`src/rtl/md_pos_pkg.sv`:
```
// Shared types and constants for the per-cell particle position streamer.
package md_pos_pkg;

  localparam int unsigned POS_WIDTH      = 32;
  localparam int unsigned DATA_WIDTH     = 3 * POS_WIDTH;
  localparam int unsigned ADDR_WIDTH     = 8;
  localparam int unsigned MEM_RD_LATENCY = 2;

  typedef enum logic [2:0] {
    StIdle,
    StRdCnt,
    StWaitCnt,
    StStream,
    StDrain,
    StDone
  } stream_state_e;

  typedef struct packed {
    logic [POS_WIDTH-1:0] z;
    logic [POS_WIDTH-1:0] y;
    logic [POS_WIDTH-1:0] x;
  } pos_t;

endpackage

```
`src/rtl/pos_stream_fifo.sv`:
```
// Small synchronous FIFO holding {last, id, pos} beats; output is driven straight from
// storage registers so downstream sees no combinational path from push/pop.
module pos_stream_fifo #(
  parameter int unsigned Width = 105,
  parameter int unsigned Depth = 4,
  parameter int unsigned CntW  = $clog2(Depth + 1)
) (
  input  logic             clk_i,
  input  logic             rst_ni,
  input  logic             push_i,
  input  logic [Width-1:0] wdata_i,
  input  logic             pop_i,
  output logic             valid_o,
  output logic [Width-1:0] rdata_o,
  output logic [CntW-1:0]  count_o
);

  localparam int unsigned PtrW    = (Depth > 1) ? $clog2(Depth) : 1;
  localparam logic [PtrW-1:0] LastPtr = PtrW'(Depth - 1);

  logic [Width-1:0] store_q [Depth];
  logic [PtrW-1:0]  wr_ptr_q, rd_ptr_q;
  logic [CntW-1:0]  count_q;
  logic             do_push, do_pop;

  assign valid_o = (count_q != '0);
  assign do_pop  = pop_i && valid_o;
  assign do_push = push_i && (count_q != CntW'(Depth));
  assign rdata_o = store_q[rd_ptr_q];
  assign count_o = count_q;

  always_ff @(posedge clk_i or negedge rst_ni) begin
    if (!rst_ni) begin
      wr_ptr_q <= '0;
      rd_ptr_q <= '0;
      count_q  <= '0;
      for (int unsigned i = 0; i < Depth; i++) begin
        store_q[i] <= '0;
      end
    end else begin
      if (do_push) begin
        store_q[wr_ptr_q] <= wdata_i;
        wr_ptr_q          <= (wr_ptr_q == LastPtr) ? '0 : wr_ptr_q + 1'b1;
      end
      if (do_pop) begin
        rd_ptr_q <= (rd_ptr_q == LastPtr) ? '0 : rd_ptr_q + 1'b1;
      end
      unique case ({do_push, do_pop})
        2'b10:   count_q <= count_q + 1'b1;
        2'b01:   count_q <= count_q - 1'b1;
        default: count_q <= count_q;
      endcase
    end
  end

endmodule

```
`src/rtl/cell_pos_streamer.sv`:
```
// Reads the particle count of one cell memory, then streams every position downstream with
// credit-based read issue. Optional stall counter: CELL_POS_STREAMER_STALL_CNT_EN.
module cell_pos_streamer
  import md_pos_pkg::*;
#(
  parameter int unsigned DATA_WIDTH   = md_pos_pkg::DATA_WIDTH,
  parameter int unsigned PARTICLE_NUM = 220,
  parameter int unsigned ADDR_WIDTH   = md_pos_pkg::ADDR_WIDTH,
  parameter int unsigned FIFO_DEPTH   = 4
) (
  input  logic                  clk,
  input  logic                  rst_n,
  input  logic                  start,
  output logic [ADDR_WIDTH-1:0] mem_address,
  output logic                  mem_rden,
  output logic                  mem_wren,
  output logic [DATA_WIDTH-1:0] mem_data,
  input  logic [DATA_WIDTH-1:0] mem_q,
  output logic                  out_valid,
  input  logic                  out_ready,
  output logic [DATA_WIDTH-1:0] out_pos,
  output logic [ADDR_WIDTH-1:0] out_id,
  output logic                  out_last,
  output logic                  busy,
  output logic                  done,
`ifdef CELL_POS_STREAMER_STALL_CNT_EN
  output logic [15:0]           stall_cnt,
`endif
  output logic                  count_err
);

  localparam int unsigned FifoW = DATA_WIDTH + ADDR_WIDTH + 1;
  localparam int unsigned CntW  = $clog2(FIFO_DEPTH + 1);
  localparam int unsigned CommW = CntW + 2;
  localparam logic [ADDR_WIDTH-1:0] MaxN = ADDR_WIDTH'(PARTICLE_NUM - 1);

  stream_state_e state_q, state_d;
  logic [ADDR_WIDTH-1:0] n_q, n_d, next_addr_q, next_addr_d, mem_addr_q, mem_addr_d, n_raw;
  logic                  mem_rden_q, mem_rden_d, count_err_q, count_err_d;
  logic [MEM_RD_LATENCY-1:0]                 infl_q;
  logic [MEM_RD_LATENCY-1:0][ADDR_WIDTH-1:0] id_pipe_q;

  logic                  ret, push, pop, issue_ok;
  logic [ADDR_WIDTH-1:0] ret_id;
  logic [FifoW-1:0]      fifo_wdata, fifo_rdata;
  logic [CntW-1:0]       fifo_count;
  logic [CommW-1:0]      committed;

  assign ret        = infl_q[MEM_RD_LATENCY-1];
  assign ret_id     = id_pipe_q[MEM_RD_LATENCY-1];
  // Address 0 is the count word; it never enters the FIFO.
  assign push       = ret && (ret_id != '0);
  assign pop        = out_valid && out_ready;
  assign fifo_wdata = {(ret_id == n_q), ret_id, mem_q};

  pos_stream_fifo #(
    .Width (FifoW),
    .Depth (FIFO_DEPTH),
    .CntW  (CntW)
  ) u_fifo (
    .clk_i   (clk),
    .rst_ni  (rst_n),
    .push_i  (push),
    .wdata_i (fifo_wdata),
    .pop_i   (pop),
    .valid_o (out_valid),
    .rdata_o (fifo_rdata),
    .count_o (fifo_count)
  );

  assign out_last    = fifo_rdata[FifoW-1];
  assign out_id      = fifo_rdata[DATA_WIDTH +: ADDR_WIDTH];
  assign out_pos     = fifo_rdata[DATA_WIDTH-1:0];
  assign mem_address = mem_addr_q;
  assign mem_rden    = mem_rden_q;
  assign mem_wren    = 1'b0;
  assign mem_data    = '0;
  assign busy        = (state_q != StIdle);
  assign done        = (state_q == StDone);
  assign count_err   = count_err_q;

  // Every slot the FIFO will need next cycle: occupancy plus reads on the bus and in flight.
  always_comb begin
    committed = CommW'(fifo_count) + CommW'(mem_rden_q);
    for (int unsigned i = 0; i < MEM_RD_LATENCY; i++) begin
      committed = committed + CommW'(infl_q[i]);
    end
    committed = committed - CommW'(pop);
    issue_ok  = (committed < CommW'(FIFO_DEPTH));
  end

  always_comb begin
    state_d     = state_q;
    n_d         = n_q;
    next_addr_d = next_addr_q;
    mem_rden_d  = 1'b0;
    mem_addr_d  = '0;
    count_err_d = count_err_q;
    n_raw       = mem_q[ADDR_WIDTH-1:0];
    unique case (state_q)
      StIdle: begin
        if (start) begin
          state_d     = StRdCnt;
          mem_rden_d  = 1'b1;
          count_err_d = 1'b0;
        end
      end
      StRdCnt: state_d = StWaitCnt;
      StWaitCnt: begin
        if (ret) begin
          if (n_raw > MaxN) begin
            count_err_d = 1'b1;
            n_d         = MaxN;
          end else begin
            n_d = n_raw;
          end
          if (n_d == '0) begin
            state_d = StDone;
          end else begin
            mem_rden_d  = 1'b1;
            mem_addr_d  = ADDR_WIDTH'(1);
            next_addr_d = ADDR_WIDTH'(2);
            state_d     = (n_d == ADDR_WIDTH'(1)) ? StDrain : StStream;
          end
        end
      end
      StStream: begin
        if (issue_ok) begin
          mem_rden_d  = 1'b1;
          mem_addr_d  = next_addr_q;
          next_addr_d = next_addr_q + 1'b1;
          if (next_addr_q == n_q) state_d = StDrain;
        end
      end
      StDrain: begin
        if (pop && out_last) state_d = StDone;
      end
      StDone:  state_d = StIdle;
      default: state_d = StIdle;
    endcase
  end

  always_ff @(posedge clk or negedge rst_n) begin
    if (!rst_n) begin
      state_q     <= StIdle;
      n_q         <= '0;
      next_addr_q <= '0;
      mem_rden_q  <= 1'b0;
      mem_addr_q  <= '0;
      count_err_q <= 1'b0;
      infl_q      <= '0;
      id_pipe_q   <= '0;
    end else begin
      state_q      <= state_d;
      n_q          <= n_d;
      next_addr_q  <= next_addr_d;
      mem_rden_q   <= mem_rden_d;
      mem_addr_q   <= mem_addr_d;
      count_err_q  <= count_err_d;
      infl_q[0]    <= mem_rden_q;
      id_pipe_q[0] <= mem_addr_q;
      for (int unsigned i = 1; i < MEM_RD_LATENCY; i++) begin
        infl_q[i]    <= infl_q[i-1];
        id_pipe_q[i] <= id_pipe_q[i-1];
      end
    end
  end

`ifdef CELL_POS_STREAMER_STALL_CNT_EN
  logic [15:0] stall_cnt_q, stall_cnt_d;

  always_comb begin
    stall_cnt_d = stall_cnt_q;
    if ((state_q == StIdle) && start) begin
      stall_cnt_d = '0;
    end else if (busy && out_valid && !out_ready && (stall_cnt_q != 16'hFFFF)) begin
      stall_cnt_d = stall_cnt_q + 16'd1;
    end
  end

  always_ff @(posedge clk or negedge rst_n) begin
    if (!rst_n) stall_cnt_q <= '0;
    else        stall_cnt_q <= stall_cnt_d;
  end

  assign stall_cnt = stall_cnt_q;
`endif

endmodule
```
`config.mk`:
```
export PLATFORM = sky130hd
export DESIGN_NAME = cell_pos_streamer
export DESIGN_NICKNAME = d
export VERILOG_FILES = /design/src/rtl/md_pos_pkg.sv /design/src/rtl/pos_stream_fifo.sv /design/src/rtl/cell_pos_streamer.sv
export SDC_FILE = /design/constraint.sdc
export NUM_CORES = 1
export LEC_CHECK = 0
export ABC_AREA = 1
export CAP_MARGIN = 20
export CORE_ASPECT_RATIO = 0.8
export CORE_MARGIN = 5
export CORE_UTILIZATION = 60
export DETAILED_ROUTE_END_ITERATION = 10
export PLACE_DENSITY = 0.83
export REMOVE_ABC_BUFFERS = 1
export SETUP_SLACK_MARGIN = 0.1
export SLEW_MARGIN = 20
export SYNTH_ARGS = -nofsm -noshare
export SYNTH_HDL_FRONTEND = slang
export SYNTH_SLANG_ARGS = --single-unit
```
`constraint.sdc`:
```
create_clock -name clk -period 5.8 [get_ports clk]
set_input_delay 0.58 -clock clk [delete_from_list [all_inputs] [get_ports clk]]
set_output_delay 0.58 -clock clk [all_outputs]
set_load 0.02 [all_outputs]
```
==> Yosys cells after proc, flatten, opt, wreduce, memory -nomap -nowiden <==
Cells that the tools add are included.
{ "op_classes": {"n_eq_ne": 20, "reduce_logical": 18, "mux": 37, "addsub": 9, "order_cmp": 5, "bitwise_logic": 2} }
{ "op_table": {"columns": ["op", "n"], "rows": [
  ["420-bit bitwise mux", 1],
  ["105-bit two-way mux", 3],
  ["105-bit binary-select mux with 2-bit select", 1],
  ["105-bit demux with 2-bit select", 1],
  ["8-bit two-way mux", 7],
  ["8-bit one-hot mux with 2 select lines", 2],
  ["3-bit two-way mux", 7],
  ["8-bit == test", 2],
  ["3-bit one-hot mux with 5 select lines", 1],
  ["2-bit != test, second input constant", 7],
  ["1-bit two-way mux", 9],
  ["8-bit by 1-bit adder with 8-bit output, second input constant", 1],
  ["8-bit by 1-bit == test with 1-bit output, second input constant", 1],
  ["8-bit > comparator, second input constant", 1],
  ["8-bit zero test", 1],
  ["4-bit AND reduction", 2],
  ["8-bit nonzero test", 1],
  ["2-bit == test, second input constant", 3],
  ["3-bit by 2-bit == test with 1-bit output, second input constant", 2],
  ["3-bit == test, second input constant", 2],
  ["3-bit >= comparator, second input constant", 2],
  ["1-bit logical AND", 6],
  ["2-bit NOT with 3-bit output", 2],
  ["3-bit one-hot mux with 2 select lines", 1],
  ["20 further kinds", 25]
]} }
{ "totals": {"input_bits": 100, "regBits": 474, "word_cells": 107} }

==> Longest topological paths before layout <==
{ "depth": {"ltp_word": 9, "mapped_depth": 17, "mapped_depth_nobuf": 17} }

==> Cells and area by module <==
From an unflattened synthesis, not the netlist that was laid out.
{ "hier_totals": {"hier_cells": 3078, "area_unflattened_um2": 24471.0} }
{ "modules_own_cells": {"columns": ["mod", "seq_area_each_um2", "cells_per_inst", "area_per_inst_um2", "instances"], "rows": [
  ["pos_stream_fifo", 10685.2, 2724, 21378.0, 1],
  ["cell_pos_streamer", 1176.1, 354, 3093.0, 1]
]} }

==> Worst setup path before layout <==
No wires, ideal clock.
{ "synth_timing": {"kind": "input-to-reg", "startpoint": "input out_ready", "endpoint": "register next_addr_q[1]", "cell_stages": 15, "t_arrival_ns": 2.640, "path_buffers": 1, "required_ns": 5.734, "setup_slack_ns": 3.094, "cell_sequence": "a21boi_2 -> ha_1 -> fa_1 -> inv_1 -> ha_1 -> nand3_1 -> nand2_1 -> nand2_1 -> nand2_1 -> nand2_1 -> nand2_1 -> nand4_1 -> clkbuf_1 -> nand3_1 -> nand2_1"} }
{ "synth_between": {"elab_chain_len": 5} }
{ "synth_lines": {"columns": ["element", "line", "rtl"], "rows": [
  ["from (decl)", "cell_pos_streamer.sv:20", "input logic out_ready,"],
  ["1-bit logical AND", "cell_pos_streamer.sv:53", "assign pop = out_valid && out_ready;"],
  ["5-bit by 1-bit subtractor with 5-bit output", "cell_pos_streamer.sv:88", "committed = committed - CommW'(pop);"],
  ["5-bit by 3-bit < comparator with 1-bit output", "cell_pos_streamer.sv:89", "issue_ok = (committed < CommW'(FIFO_DEPTH));"],
  ["2-bit != test (no source line)", null, null],
  ["4-bit AND reduction (no source line)", null, null],
  ["to (signal assigned)", "cell_pos_streamer.sv:156", "next_addr_q <= next_addr_d;"],
  ["to (decl)", "cell_pos_streamer.sv:38", "logic [ADDR_WIDTH-1:0] n_q, n_d, next_addr_q, next_addr_d, mem_addr_q, mem_addr_d, n_raw;"]
]} }
Every way passes these cells.
A chain may end at the register's enable or synchronous reset.

==> Worst setup path after layout <==
{ "layout_timing": {"startpoint": "register u_fifo.rd_ptr_q[0]", "endpoint": "output out_pos[54]"} }
{ "layout_between": {"elab_chain_len": 4} }
{ "layout_lines": {"columns": ["element", "line", "rtl"], "rows": [
  ["from (decl)", "pos_stream_fifo.sv:22", "logic [PtrW-1:0] wr_ptr_q, rd_ptr_q;"],
  ["from (signal assigned)", "pos_stream_fifo.sv:46", "rd_ptr_q <= (rd_ptr_q == LastPtr) ? '0 : rd_ptr_q + 1'b1;"],
  ["2-bit NOT with 3-bit output (implied by the code)", "pos_stream_fifo.sv:29", "assign rdata_o = store_q[rd_ptr_q];"],
  ["105-bit binary-select mux with 2-bit select", "pos_stream_fifo.sv:29", null],
  ["105-bit two-way mux (implied by the code) (2 in series)", "pos_stream_fifo.sv:29", null],
  ["to (decl)", "cell_pos_streamer.sv:21", "output logic [DATA_WIDTH-1:0] out_pos,"]
]} }
Every way passes these cells. The select of a mux whose other input is x is not followed.

==> impl_results.md <==
- Std-Cell Rows: 63
- Final Hold Fails: 0
- R2R Path End: next_addr_q[2]$_DFFE_PN0P_
- Worst-Margin Slew: 1.028 ns
- RSZ-0062 raised after global routing: false
- Detail Route Antenna Nets: 0
- Drt pass-1 iters: 6
- Final core occ: 70.04%
- Nets@finish: 3,006
- CTS buffer count: 46
- CP endpoint: out_pos[54]
- Cell Pwr Density: 540.7 nW/µm²
- Max Slew Vio Count: 0
- Hold crit path type: in -> async
- Post-Syn Area: 22,620 µm²
- CTS tree: yes
- FF+latch count, synth: 474
- Critical Path RT: 5.22 ns
- Hold buffer count at CTS: 0
- CP top delay family: buffers and inverters
- Worst r2r path cells: 13
- Routed wire length: 64.36 mm
- Async SR Flop Fraction: 100.0%
- Chip height: 183.7 µm
- TNS Setup: 0 ns
- Hpwl dp: 36.54 mm
- Top post-synthesis cells by count: nand2_1, o21ai_0, dfrtp_1, nor2_1, o22ai_1
- Count leader, synth: nand2_1
- Global-route wire length before repair: 102.7 mm
- IO Port Bufs: 217
- DR vias: 20,150
- Kind of critical path: reg -> out
- Drt initial violations: 2,402
- Origin of the worst setup path: u_fifo.rd_ptr_q[0]$_DFFE_PN0P_
- Syn Area/Cell: 8.061 µm²
- Crit. End Element: output port
- CTS sink count: 474
- Routability cong.: 0.8794
- Slowest stage delay, CP: 0.80 ns
- DR WL/cell: 18.88 µm
- Cell count after synthesis: 2,806
- Overall routing resource usage: 29.97%
- Max clock buf depth: 3
- CTS Root Cell: clkbuf_16
- Outcome: finished clean
- Largest net degree at the start of global routing: 232
- Critical path depth in cells: 5
- Top_reg_cell synth: dfrtp_1
- CP Cell Sequence: inv_6 -> buf_12 -> o21ai_0 -> o22ai_1 -> clkdlybuf4s50_1
- Yosys synthesis warning count: 0
- H-tree Lvls: 2
- Buf+Inv Stages, Crit Path: 3
- Remaining DRCs: 0
- Clock Latency Late Sink: 0.56 ns
- Worst-path clk slew: 0.07 ns
- Post_cts resized: 0
- Synth area leaders: dfrtp_1, nand2_1, o21ai_0
- Dpl cell area: 24,460 µm²
- Post-synth top area share: 52.44%
- DIE WIDTH: 227.1 µm
- Core area: 37,130 µm²
- Worst Path Max Fanout: 108
- WHS: 0.06651 ns
- I/O pins: 315
- Grt ovf: 0
- Fmax: 0.2283 GHz
- Syn-to-layout area delta: 14.95%
- Layout cell share with drive strength beyond 1: 4.214%
- Initial core utilization: 60.93%
- FF-to-FF setup slack: 2.22 ns
- Crit path launch type: flip-flop
- CP arrival: 3.80 ns
- Die area: 41,710 µm²
- Via/cell ratio: 5.911
- Initial antenna violation count: 4
- Setup bufs post-CTS: 0
- Seq/Total Area, Yosys: 52.44%
- Max cap viols: 0
- Number of global-route vias before repair: 19,760
- Setup Skew: 0.02424 ns
- Reg2reg start: u_fifo.count_o[2]$_DFFE_PN0P_
- Final Cell Area: 26,000 µm²
- Synth area leader: dfrtp_1
- Crit-path slowest cell: dfrtp_4
- Final setup violation count: 0
- Min Tclk post-route: 4.379 ns
- Filler cell count: 2,840
- Final worst path period share: 75.51%
- EDFF count, synth: 0
- Yosys cell types: 35
- Relative slew slack: 31.44%
- Worst vdd ir: 362.9 µV
- Leak: 9.887 nW
stage by stage:
stage,total power [mW],setup slack (ns),cells
finish,14.06,1.421,3409
global route,14.89,1.290,3409
CTS,14.03,1.518,3406
detailed placement,10.92,1.791,3330
global placement,10.69,1.917,3328
floorplan,8.290,-2.258,2600
flip-flops by register name, summed over array words and instances (netlist names):
name / count
count_err: 1
id_pipe_q: 8
infl_q: 2
mem_address: 8
mem_rden: 1
n_q: 8
next_addr_q: 8
ret_id: 8
state_q: 3
u_fifo.count_o: 3
u_fifo.rd_ptr_q: 2
u_fifo.store_q: 420
u_fifo.wr_ptr_q: 2
cell usage in the layout (no fill, tap or decap), types with 4 or more instances in the layout:
| cell | instances |
|---|---|
| ha_1 | 13 |
| clkbuf_16 | 47 |
| inv_2 | 6 |
| dfrtp_1 | 472 |
| o21ai_2 | 7 |
| nor2_1 | 242 |
| o21ai_1 | 66 |
| bufinv_16 | 5 |
| buf_12 | 6 |
| nand2_1 | 895 |
| o21a_1 | 24 |
| inv_6 | 4 |
| o21ai_0 | 551 |
| inv_1 | 43 |
| nand4_1 | 7 |
| nand3_1 | 17 |
| clkbuf_8 | 10 |
| clkbuf_1 | 9 |
| xnor2_1 | 10 |
| nor2_2 | 4 |
| xor2_1 | 6 |
| buf_4 | 19 |
| nor2_4 | 4 |
| clkdlybuf4s50_1 | 216 |
| o22ai_1 | 106 |
| a21oi_1 | 9 |
| conb_1 | 97 |
power by group:
group          switching (mW)  internal [mW]
sequential              0.741           4.38
combinational            3.75           2.11
clock                    1.25           1.83
total                    5.74           8.32
logic make-up after synthesis:
group / count (synthesis) / synth area share (%)
adder cells (fa/ha/maj): 15 / 0.8961
AND/OR/NAND/NOR: 1179 / 19.91
buffers and inverters: 353 / 8.087
AO/OA/AOI/OAI: 768 / 18.04
flip-flops: 474 / 52.44
XOR/XNOR: 16 / 0.6195
other: 1 / 0.01658
worst min path at each step:
stage	start	end	cells past startpoint
after floorplan	rst_n	count_err$_DFFE_PN0P_	0
after global placement	id_pipe_q[5]$_DFF_PN0_	ret_id[5]$_DFF_PN0_	0
after detailed placement	id_pipe_q[6]$_DFF_PN0_	ret_id[6]$_DFF_PN0_	0
after CTS	rst_n	u_fifo.store_q[77]$_DFFE_PN0P_	1
after global routing	rst_n	u_fifo.store_q[77]$_DFFE_PN0P_	1
final	rst_n	u_fifo.store_q[77]$_DFFE_PN0P_	1
final cells by class:
class                      count  area [µm²]  share of cell area (%)
antenna                        3       7.507                 0.02887
timing repair buffer         243        2451                   9.426
tap                          487       609.3                   2.343
sequential                   474       11870                   45.65
inverter                      51       197.7                  0.7603
clock buffer                  66        1348                   5.182
clock inverter                10       186.4                  0.7170
multi-input combinational   2075        9334                   35.90
per-layer routing:
metal	vias to the layer above	part of all wire, %	global-route usage (%)
met1	9733	40	42.03
met4	2	2.5	8.728
met3	141	9.6	5.715
met2	1109	48	48.33
li1	9165	-	-
met5	-	0.020	0
worst register-to-register path: cells and delay by family, from the launching register on:
kind,cells,cell delay [ns]
buf+inv,2,0.20
xor+xnor,1,0.27
simple gates,5,1.36
fa+ha+maj,3,0.90
flops,1,0.39
compound gates,2,0.39
Power figures use the tool's default switching activity.
